## src/rtl/cpu_pkg.sv

```systemverilog
// Shared definitions for the multi-cycle MIPS-subset CPU control path.
// Holds the opcode constants, the ALUOp codes understood by the ALU
// controller, the main-FSM state enum and the datapath select encodings.
package cpu_pkg;

  // Opcode field values of the supported instructions
  localparam logic [5:0] OP_R     = 6'd0;
  localparam logic [5:0] OP_J     = 6'd2;
  localparam logic [5:0] OP_BEQ   = 6'd4;
  localparam logic [5:0] OP_BNE   = 6'd5;
  localparam logic [5:0] OP_ADDI  = 6'd8;
  localparam logic [5:0] OP_SLTIU = 6'd11;
  localparam logic [5:0] OP_ORI   = 6'd13;
  localparam logic [5:0] OP_LUI   = 6'd15;
  localparam logic [5:0] OP_LW    = 6'd35;
  localparam logic [5:0] OP_SW    = 6'd43;

  // ALUOp codes; the ALU controller decodes these exact values
  localparam logic [2:0] ALU_R     = 3'd2;
  localparam logic [2:0] ALU_ADD   = 3'd3;
  localparam logic [2:0] ALU_SLTIU = 3'd4;
  localparam logic [2:0] ALU_SUB   = 3'd5;
  localparam logic [2:0] ALU_LUI   = 3'd6;
  localparam logic [2:0] ALU_ORI   = 3'd7;

  // ALU operand B select
  localparam logic [1:0] SRC_B_RT      = 2'd0;
  localparam logic [1:0] SRC_B_FOUR    = 2'd1;
  localparam logic [1:0] SRC_B_IMM     = 2'd2;
  localparam logic [1:0] SRC_B_IMM_SH2 = 2'd3;

  // PC source select
  localparam logic [1:0] PC_SRC_ALU    = 2'd0;
  localparam logic [1:0] PC_SRC_ALUOUT = 2'd1;
  localparam logic [1:0] PC_SRC_JUMP   = 2'd2;

  // Main control FSM states, binary encoded
  typedef enum logic [3:0] {
    ST_IDLE     = 4'd0,
    ST_FETCH    = 4'd1,
    ST_DECODE   = 4'd2,
    ST_EXEC_R   = 4'd3,
    ST_WB_R     = 4'd4,
    ST_EXEC_I   = 4'd5,
    ST_WB_I     = 4'd6,
    ST_MEM_ADDR = 4'd7,
    ST_MEM_RD   = 4'd8,
    ST_MEM_WR   = 4'd9,
    ST_WB_MEM   = 4'd10,
    ST_BRANCH   = 4'd11,
    ST_JUMP     = 4'd12,
    ST_ERROR    = 4'd13
  } state_t;

  // ALUOp for the immediate-arithmetic group
  function automatic logic [2:0] imm_alu_op(input logic [5:0] op);
    logic [2:0] res;
    case (op)
      OP_SLTIU: res = ALU_SLTIU;
      OP_ORI:   res = ALU_ORI;
      OP_LUI:   res = ALU_LUI;
      default:  res = ALU_ADD;
    endcase
    return res;
  endfunction

  // States that wait on the memory ready handshake
  function automatic logic is_mem_wait(input state_t st);
    return (st == ST_FETCH) || (st == ST_MEM_RD) || (st == ST_MEM_WR);
  endfunction

endpackage

```

## src/rtl/mem_watchdog.sv

```systemverilog
// Memory-wait watchdog for the control FSM.
// Counts cycles spent waiting for memory and flags a timeout once the
// count reaches MEM_TIMEOUT-1.
// Ports:
//   clk_i     - system clock, rising edge
//   rst_i     - asynchronous active-low reset
//   clr_i     - clear the counter (has priority over en_i)
//   en_i      - increment the counter this cycle
//   timeout_o - counter has reached MEM_TIMEOUT-1
module mem_watchdog #(
  parameter int MEM_TIMEOUT = 16,
  parameter int CNT_W       = 8
) (
  input  logic clk_i,
  input  logic rst_i,
  input  logic clr_i,
  input  logic en_i,
  output logic timeout_o
);

  logic [CNT_W-1:0] cnt_reg;
  logic [CNT_W-1:0] cnt_next;

  always_comb begin
    cnt_next = cnt_reg;
    if (clr_i) begin
      cnt_next = '0;
    end else if (en_i) begin
      cnt_next = cnt_reg + CNT_W'(1);
    end
  end

  always_ff @(posedge clk_i or negedge rst_i) begin
    if (!rst_i) begin
      cnt_reg <= '0;
    end else begin
      cnt_reg <= cnt_next;
    end
  end

  assign timeout_o = (cnt_reg == CNT_W'(MEM_TIMEOUT - 1));

endmodule

```

## src/rtl/multicycle_ctrl.sv

```systemverilog
// Main control FSM of the multi-cycle MIPS-subset CPU.
// Sequences the shared ALU, the memory port and the register file through
// fetch/decode/execute/memory/write-back, with a ready handshake to memory
// guarded by a watchdog. Illegal opcodes and memory timeouts park the FSM
// in a sticky ERROR state until reset.
// Ports:
//   clk_i, rst_i           - clock, asynchronous active-low reset
//   instr_op_i             - opcode field of the instruction register
//   zero_i                 - ALU zero flag (branch decision)
//   mem_ready_i            - memory completes the current access
//   pc_write_o/ir_write_o  - PC and IR load strobes
//   mem_read_o/mem_write_o - memory requests, iord_o selects PC/ALUOut
//   reg_write_o, reg_dst_o, mem_to_reg_o - register file controls
//   alu_src_a_o, alu_src_b_o, alu_op_o   - ALU operand/operation selects
//   pc_src_o               - PC source select
//   instr_done_o           - pulse in the last cycle of an instruction
//   error_o                - sticky illegal-opcode / timeout flag
module multicycle_ctrl
  import cpu_pkg::*;
#(
  parameter int MEM_TIMEOUT = 16,
  parameter int CNT_W       = 8
) (
  input  logic       clk_i,
  input  logic       rst_i,
  input  logic [5:0] instr_op_i,
  input  logic       zero_i,
  input  logic       mem_ready_i,
  output logic       pc_write_o,
  output logic       ir_write_o,
  output logic       mem_read_o,
  output logic       mem_write_o,
  output logic       iord_o,
  output logic       reg_write_o,
  output logic       reg_dst_o,
  output logic       mem_to_reg_o,
  output logic       alu_src_a_o,
  output logic [1:0] alu_src_b_o,
  output logic [1:0] pc_src_o,
  output logic [2:0] alu_op_o,
  output logic       instr_done_o,
  output logic       error_o
);

  state_t state_reg;
  state_t state_next;
  logic   wd_timeout;
  logic   wd_clr;
  logic   wd_en;

  // Clearing on every state change means each memory wait state starts
  // with a fresh count, whichever state it was entered from.
  assign wd_clr = (state_next != state_reg);
  assign wd_en  = is_mem_wait(state_reg) && !mem_ready_i;

  mem_watchdog #(
    .MEM_TIMEOUT (MEM_TIMEOUT),
    .CNT_W       (CNT_W)
  ) u_watchdog (
    .clk_i     (clk_i),
    .rst_i     (rst_i),
    .clr_i     (wd_clr),
    .en_i      (wd_en),
    .timeout_o (wd_timeout)
  );

  always_ff @(posedge clk_i or negedge rst_i) begin
    if (!rst_i) begin
      state_reg <= ST_IDLE;
    end else begin
      state_reg <= state_next;
    end
  end

  always_comb begin
    state_next   = state_reg;
    pc_write_o   = 1'b0;
    ir_write_o   = 1'b0;
    mem_read_o   = 1'b0;
    mem_write_o  = 1'b0;
    iord_o       = 1'b0;
    reg_write_o  = 1'b0;
    reg_dst_o    = 1'b0;
    mem_to_reg_o = 1'b0;
    alu_src_a_o  = 1'b0;
    alu_src_b_o  = SRC_B_RT;
    pc_src_o     = PC_SRC_ALU;
    alu_op_o     = 3'd0;
    instr_done_o = 1'b0;
    error_o      = 1'b0;

    case (state_reg)
      ST_IDLE: begin
        state_next = ST_FETCH;
      end

      ST_FETCH: begin
        // PC+4 is computed while the instruction is read
        mem_read_o  = 1'b1;
        alu_src_b_o = SRC_B_FOUR;
        alu_op_o    = ALU_ADD;
        if (mem_ready_i) begin
          ir_write_o = 1'b1;
          pc_write_o = 1'b1;
          state_next = ST_DECODE;
        end else if (wd_timeout) begin
          state_next = ST_ERROR;
        end
      end

      ST_DECODE: begin
        // Branch target lands in ALUOut for a possible BRANCH next
        alu_src_b_o = SRC_B_IMM_SH2;
        alu_op_o    = ALU_ADD;
        case (instr_op_i)
          OP_R:                             state_next = ST_EXEC_R;
          OP_LW, OP_SW:                     state_next = ST_MEM_ADDR;
          OP_ADDI, OP_SLTIU, OP_ORI, OP_LUI: state_next = ST_EXEC_I;
          OP_BEQ, OP_BNE:                   state_next = ST_BRANCH;
          OP_J:                             state_next = ST_JUMP;
          default:                          state_next = ST_ERROR;
        endcase
      end

      ST_EXEC_R: begin
        alu_src_a_o = 1'b1;
        alu_src_b_o = SRC_B_RT;
        alu_op_o    = ALU_R;
        state_next  = ST_WB_R;
      end

      ST_WB_R: begin
        reg_write_o  = 1'b1;
        reg_dst_o    = 1'b1;
        alu_op_o     = ALU_R;
        instr_done_o = 1'b1;
        state_next   = ST_FETCH;
      end

      ST_EXEC_I: begin
        alu_src_a_o = 1'b1;
        alu_src_b_o = SRC_B_IMM;
        alu_op_o    = imm_alu_op(instr_op_i);
        state_next  = ST_WB_I;
      end

      ST_WB_I: begin
        reg_write_o  = 1'b1;
        instr_done_o = 1'b1;
        state_next   = ST_FETCH;
      end

      ST_MEM_ADDR: begin
        alu_src_a_o = 1'b1;
        alu_src_b_o = SRC_B_IMM;
        alu_op_o    = ALU_ADD;
        state_next  = (instr_op_i == OP_SW) ? ST_MEM_WR : ST_MEM_RD;
      end

      ST_MEM_RD: begin
        mem_read_o = 1'b1;
        iord_o     = 1'b1;
        if (mem_ready_i) begin
          state_next = ST_WB_MEM;
        end else if (wd_timeout) begin
          state_next = ST_ERROR;
        end
      end

      ST_MEM_WR: begin
        mem_write_o = 1'b1;
        iord_o      = 1'b1;
        if (mem_ready_i) begin
          instr_done_o = 1'b1;
          state_next   = ST_FETCH;
        end else if (wd_timeout) begin
          state_next = ST_ERROR;
        end
      end

      ST_WB_MEM: begin
        reg_write_o  = 1'b1;
        mem_to_reg_o = 1'b1;
        instr_done_o = 1'b1;
        state_next   = ST_FETCH;
      end

      ST_BRANCH: begin
        alu_src_a_o  = 1'b1;
        alu_src_b_o  = SRC_B_RT;
        alu_op_o     = ALU_SUB;
        pc_src_o     = PC_SRC_ALUOUT;
        pc_write_o   = ((instr_op_i == OP_BEQ) && zero_i) ||
                       ((instr_op_i == OP_BNE) && !zero_i);
        instr_done_o = 1'b1;
        state_next   = ST_FETCH;
      end

      ST_JUMP: begin
        pc_src_o     = PC_SRC_JUMP;
        pc_write_o   = 1'b1;
        instr_done_o = 1'b1;
        state_next   = ST_FETCH;
      end

      ST_ERROR: begin
        error_o = 1'b1;
      end

      default: begin
        state_next = ST_ERROR;
      end
    endcase
  end

endmodule

```

## config.mk

```make
export PLATFORM = sky130hd
export DESIGN_NAME = multicycle_ctrl
export DESIGN_NICKNAME = d
export VERILOG_FILES = /design/src/rtl/cpu_pkg.sv /design/src/rtl/mem_watchdog.sv /design/src/rtl/multicycle_ctrl.sv
export SDC_FILE = /design/constraint.sdc
export NUM_CORES = 1
export LEC_CHECK = 0
export BUFFER_PORTS_ARGS = -buffer_cell sky130_fd_sc_hd__buf_2
export CAP_MARGIN = 20
export CORE_MARGIN = 3
export CORE_UTILIZATION = 55
export CTS_BUF_LIST = sky130_fd_sc_hd__clkbuf_4
export CTS_CLUSTER_SIZE = 16
export DETAILED_ROUTE_END_ITERATION = 7
export PLACE_DENSITY_LB_ADDON = 0.25
export SYNTH_ARGS = -nofsm -noshare
export SYNTH_HDL_FRONTEND = slang
export SYNTH_SLANG_ARGS = --single-unit
```

## constraint.sdc

```tcl
create_clock -name clk_i -period 3.7 [get_ports clk_i]
set_input_delay 0.555 -clock clk_i [delete_from_list [all_inputs] [get_ports clk_i]]
set_output_delay 0.555 -clock clk_i [all_outputs]
set_load 0.01 [all_outputs]
```

==> results of run 1 <==
-- kinds of logic (layout without fill, tap and decap cells) --
family	after synthesis	after routing	synth area share, %
adder cells (fa/ha/maj)	1	1	1.10
AND/OR/NAND/NOR	79	79	35.9
flip-flops	12	12	26.4
XOR/XNOR	9	9	6.93
multiplexers	2	2	1.76
AO/OA/AOI/OAI	36	36	20.7
buffers and inverters	18	36	7.26
-- cell usage in the layout, fill, tap and decap left out, drive strengths merged, types with 3 or more instances in the layout --
cell / instances
nor2: 28
buf: 27
nand2: 12
dfrtp: 12
a21oi: 10
nor3: 10
o21ai: 9
xnor2: 8
nand2b: 7
inv: 6
nand3: 4
nor2b: 3
clkbuf: 3
or2: 3
nor4: 3
-- power breakdown --
group	total (mW)	internal, mW	switching, mW
registers	0.287	0.152	0.135
clock network	0.0787	0.0378	0.0409
logic	0.507	0.227	0.279
total	0.873	0.418	0.455
-- metrics by stage --
step,hold WS [ns],std cells,setup slack [ns],util (%),area (um2)
detailed placement,0.445,197,1.25,67.6,1240
finish,0.141,200,1.08,68.8,1270
global route,0.149,200,0.892,68.8,1270
floorplan,0.259,157,1.71,-,1140
global placement,0.439,197,1.29,67.6,1240
CTS,0.143,200,1.11,68.8,1270
-- area by class of cell --
cell class                      count  area [um2]  share of cell area (%)
Sequential cell                    12         300                    23.7
Inverter                            6        22.5                    1.78
Tap cell                           25        31.3                    2.47
Timing Repair Buffer               27         135                    10.7
Clock buffer                        3        22.5                    1.78
Multi-Input combinational cell    127         754                    59.6
-- worst max-delay path, delay by kind of cell (launching register included) --
| kind | cells | cell delay [ns] |
|---|---|---|
| buf+inv | 1 | 0.16 |
| simple gates | 3 | 0.56 |
| compound gates | 2 | 0.32 |
| flops | 1 | 0.74 |
-- path summary, 6_finish.rpt --
check,startpoint,end,slack (ns)
max reg2reg,state_reg[0]$_DFF_PN0_,u_watchdog.cnt_reg[3]$_DFFE_PN0P_,1.20
min reg2reg,u_watchdog.cnt_reg[1]$_DFFE_PN0P_,u_watchdog.cnt_reg[1]$_DFFE_PN0P_,0.56
min in group clk_i,u_watchdog.cnt_reg[1]$_DFFE_PN0P_,u_watchdog.cnt_reg[1]$_DFFE_PN0P_,0.56
max,state_reg[2]$_DFF_PN0_,alu_op_o[1],1.08
max in group asynchronous,rst_i,u_watchdog.cnt_reg[3]$_DFFE_PN0P_,3.35
min,rst_i,u_watchdog.cnt_reg[2]$_DFFE_PN0P_,0.14
-- routing by layer --
layer  vias up  global-route usage (%)
li1        588                       -
met1       548                    37.7
met2        69                    35.6
met3         6                    6.41
met4         0                    8.73
met5         -                       0
==> metrics.cfg, run 1 <==
[setup_path]
worst_path_max_delay_cell = dfrtp_1
worst_path_largest_cell_delay_ns = 0.74
r2r_cells = 5
cp_data_arrival_time_ns = 2.07
cp-start-kind = register
crit_path_max_fanout = 23
cp-end-kind = output port
path_cells = nand3_1 -> nor3_1 -> a311oi_1 -> a21oi_1 -> nor2_1 -> buf_2
critPathKind = register to output port
critPathRequiredTime_ns = 3.14

[synth]
yosys_register_bits = 12
synth_area_leader_cell = dfrtp_1
synth_top_area_share_pct = 26.4
avgSynthCellArea_um2 = 7.24
synthArstFlopShare_pct = 100
synth_commonest_cells = nor2_1 (28), dfrtp_1 (12), nand2_1 (12), a21oi_1 (10), nor3_1 (10)
yosysWarningCount = 0
synth_cells = 157
synth.area.top_cells = dfrtp_1 (26%), nor2_1 (9.2%), xnor2_1 (6.2%), a21oi_1 (4.4%), nor3_1 (4.4%)
yosysSeqAreaShare_pct = 26.4
synth_area_mm2 = 0.00114
ys_types = 42
ys.flop_type = dfrtp_1
yosysMostFrequentCell = nor2_1
syn_nets = 168
synth_edf_count = 0

[global_route]
grt_antenna_before_repair = 0
grt_max_degree = 30
track_usage_pct = 25.5
grt-ovfl-total = 0
grt_pass1_vias = 1088
grt_first_pass_wirelength_um = 5110

[routing]
vias = 1211
met2_length_um = 1280
wl_um = 2860
wl_per_cell_um = 14.3
postRouteAntennaNets = 0
first_pass_iters = 4
drc = 0
wl_met1_um = 1310
dr_wl_met3_um = 221
via_per_inst = 6.06
dr.max_layer_used = met4
drt_iter0_drc = 81

[pwr]
powerDensity_mw_per_mm2 = 689
p_leak_nw = 0.552
peakVddDrop_v = 0.000544
report.power.total_uw = 873

[clock_network]
numCtsBuffers = 3
ctsHtreeMaxLevel = 1
tritoncts = yes
postCtsResizedCells = 0
cts.sink_count = 12
cts-root-buf = clkbuf_4
clock_latency_ns = 0.27
clkTransAtPathRegs_ns = 0.07
post_cts_buffers = 0
clockBufferDepth = 2
ctsHoldBuffers = 0

[timing]
skew_ns = 0.000384
maxSlewViolCount = 0
post-route-min-period_ns = 2.62
slew_headroom_pct = 46.4
rsz0062_at_grt = no
max_freq_mhz = 381
hold_viol = 0
fin_setup_tns_ns = 0
tightest_slew_ns = 0.803
setup_viol = 0
finalCritPeriodShare_pct = 70.9

[run]
maxCapViolCount = 0

[final_layout]
final_nets = 188
drive_gt1_share_pct = 20.0
final.fill_count = 171
diodes = 0
largest_reg_flops = 8
syn2layout_area_growth_pct = 11.3

[hold_path]
min_path_type = primary input to asynchronous set/reset pin

[placed_design]
routabilityCongestion = 0.886
hpwlAfterDp_um = 2070
numPortBuffers = 27

[floorplanning]
ios = 28
start_util_pct = 61.8
rows = 15
die-area_mm2 = 0.00265
core_area_mm2 = 0.00184
fp.dieH_um = 51.5
dieWidth_um = 51.5

[status]
status = finished clean

No activity file was read; power rests on OpenSTA's default activity.
==> inputs of run 2 (changes only) <==
==> constraint.sdc (replaced) <==
create_clock -name clk_i -period 2.6 [get_ports clk_i]
set_input_delay 0.39 -clock clk_i [delete_from_list [all_inputs] [get_ports clk_i]]
set_output_delay 0.39 -clock clk_i [all_outputs]
set_load 0.01 [all_outputs]
==> run 2 against run 1 <==
Sequential power up 11%. Largest power group unchanged. Largest cell class unchanged. Clock skew up 0.014 ns. Critical path depth down 1. Non-clock buffer count up 4.
==> metrics.cfg, run 2 (synthesis results as in run 1) <==
[routing]
vias = 1202  ; -0.74%
first_pass_iters = 4  ; unchanged
drt_iter0_drc = 43  ; -47%
wl_per_cell_um = 14.1  ; -1.5%
drc = 0  ; unchanged
wl_um = 2870  ; +0.49%
postRouteAntennaNets = 0  ; unchanged
via_per_inst = 5.89  ; -2.7%

[placed_design]
place_inst = 200  ; +1.5%
numPortBuffers = 27  ; unchanged
pre_cts_slack_ns = 0.308  ; -0.939 ns
routabilityCongestion = 0.879  ; -0.87%
hpwlAfterDp_um = 2130  ; +2.9%

[floorplanning]
fp.dieH_um = 51.5  ; unchanged
die-area_mm2 = 0.00265  ; unchanged
core_area_mm2 = 0.00184  ; unchanged
rows = 15  ; unchanged
ios = 28  ; unchanged
start_util_pct = 61.8  ; unchanged
dieWidth_um = 51.5  ; unchanged

[timing]
tightest_slew_ns = 0.453  ; -0.350 ns
rsz0062_at_grt = no
max_freq_mhz = 420
slew_headroom_pct = 69.8  ; +23 points
setup_viol = 0  ; unchanged
whs_ns = 0.506  ; +0.365 ns
setup_slack_ns = 0.217  ; -0.859 ns
maxSlewViolCount = 0  ; unchanged
post-route-min-period_ns = 2.38
skew_ns = 0.0140  ; +0.0137 ns
finalCritPeriodShare_pct = 91.7
fin_setup_tns_ns = 0  ; unchanged
hold_viol = 0  ; unchanged

[clock_network]
post_cts_buffers = 0  ; unchanged
ctsHtreeMaxLevel = 1  ; unchanged
numCtsBuffers = 3  ; unchanged
clkTransAtPathRegs_ns = 0.07  ; about the same
clockBufferDepth = 2  ; unchanged
clock_latency_ns = 0.27  ; about the same
tritoncts = yes
cts.sink_count = 12  ; unchanged
cts-root-buf = clkbuf_4

[final_layout]
layout_commonest_cell = nor2_1
final.fill_count = 176  ; +2.9%
multiInputGateArea_um2 = 754  ; unchanged
diodes = 0  ; unchanged
drive_gt1_share_pct = 21.8  ; +1.8 points
largest_reg_flops = 8  ; unchanged
final_cells = 204  ; +2.0%
register_area_um2 = 302  ; +0.42%
syn2layout_area_growth_pct = 14.3
final_nets = 192  ; +2.1%
mostFrequentLayoutCells = nor2_1 (28), buf_2 (27), nand2_1 (12)

[global_route]
grt_max_degree = 27  ; -10%
track_usage_pct = 24.2  ; -1.2 points
grt-ovfl-total = 0  ; unchanged
grt_antenna_before_repair = 0  ; unchanged
grt_first_pass_wirelength_um = 4880  ; -4.5%
grt_pass1_vias = 1116  ; +2.6%

[pwr]
p_leak_nw = 0.570  ; +3.2%
peakVddDrop_v = 0.000748  ; +37%
powerDensity_mw_per_mm2 = 982  ; +43%

[setup_path]
cp-start-kind = register
cp_data_arrival_time_ns = 1.99  ; -0.08 ns
critPathKind = register to output port
cp-end-kind = output port
r2r_cells = 6  ; +1
crit_path_max_fanout = 15  ; -35%
critPathRequiredTime_ns = 2.21  ; -0.93 ns

[hold_path]
min_path_type = primary input to asynchronous set/reset pin

[status]
status = finished clean

[run]
maxCapViolCount = 0  ; unchanged

-- run 2: where the power goes --
part	internal (mW)	switching, mW	leakage (nW)
combinational	0.350	0.499	0.397
sequential	0.221	0.0988	0.159
clock	0.0534	0.0548	0.0138
total	0.625	0.653	0.570
-- run 2: what timing repair did --
item / 4_1_cts / 5_1_grt
hold endpoints to repair: 12 / 0
setup endpoints to repair: 0 / 2
hold buffers: 1 / 0
gates resized for setup: 0 / 1
-- run 2: final cells by class --
cell class | count | share of cell area (%)
Inverter | 6 | 1.73
Tap cell | 25 | 2.41
Timing Repair Buffer | 31 | 12.9
Multi-Input combinational cell | 127 | 58.0
Clock buffer | 3 | 1.73
Sequential cell | 12 | 23.2
-- run 2: through the flow --
stage / utilization (%) / cell area, um2 / total power [mW]
6_report: 70.7 / 1300 / 1.28
5_1_grt: 70.7 / 1300 / 1.39
4_1_cts: 70.6 / 1300 / 1.27
3_5_place_dp: 68.8 / 1270 / 1.15
3_3_place_gp: 68.8 / 1270 / 1.13
2_1_floorplan: - / 1140 / 0.926
-- run 2: worst paths after layout --
check,start,end,slack [ns]
worst max-delay path,state_reg[3]$_DFF_PN0_,alu_op_o[2],0.22
min in group clk_i,mem_ready_i,state_reg[3]$_DFF_PN0_,0.56
worst min-delay path,rst_i,u_watchdog.cnt_reg[2]$_DFFE_PN0P_,0.51
worst max register to register,state_reg[3]$_DFF_PN0_,u_watchdog.cnt_reg[5]$_DFFE_PN0P_,0.34
worst min register to register,u_watchdog.cnt_reg[7]$_DFFE_PN0P_,u_watchdog.cnt_reg[7]$_DFFE_PN0P_,0.56
max in group asynchronous,rst_i,state_reg[2]$_DFF_PN0_,1.87
-- run 2: per-layer routing --
| metal | vias to the layer above | share of wire, % | track usage, % |
|---|---|---|---|
| met5 | - | 0 | 0 |
| met4 | 0 | 1.4 | 8.73 |
| met3 | 6 | 6.6 | 6.41 |
| met2 | 45 | 47 | 37.7 |
| met1 | 552 | 45 | 32.2 |
| li1 | 599 | - | - |
-- run 2: worst max-delay path, stage by stage (launching register included) --
cell and delay [ns]:
dfrtp_1 0.62, buf_4 0.24, nand2b_1 0.20, or2_2 0.35, a21boi_0 0.17, buf_2 0.16
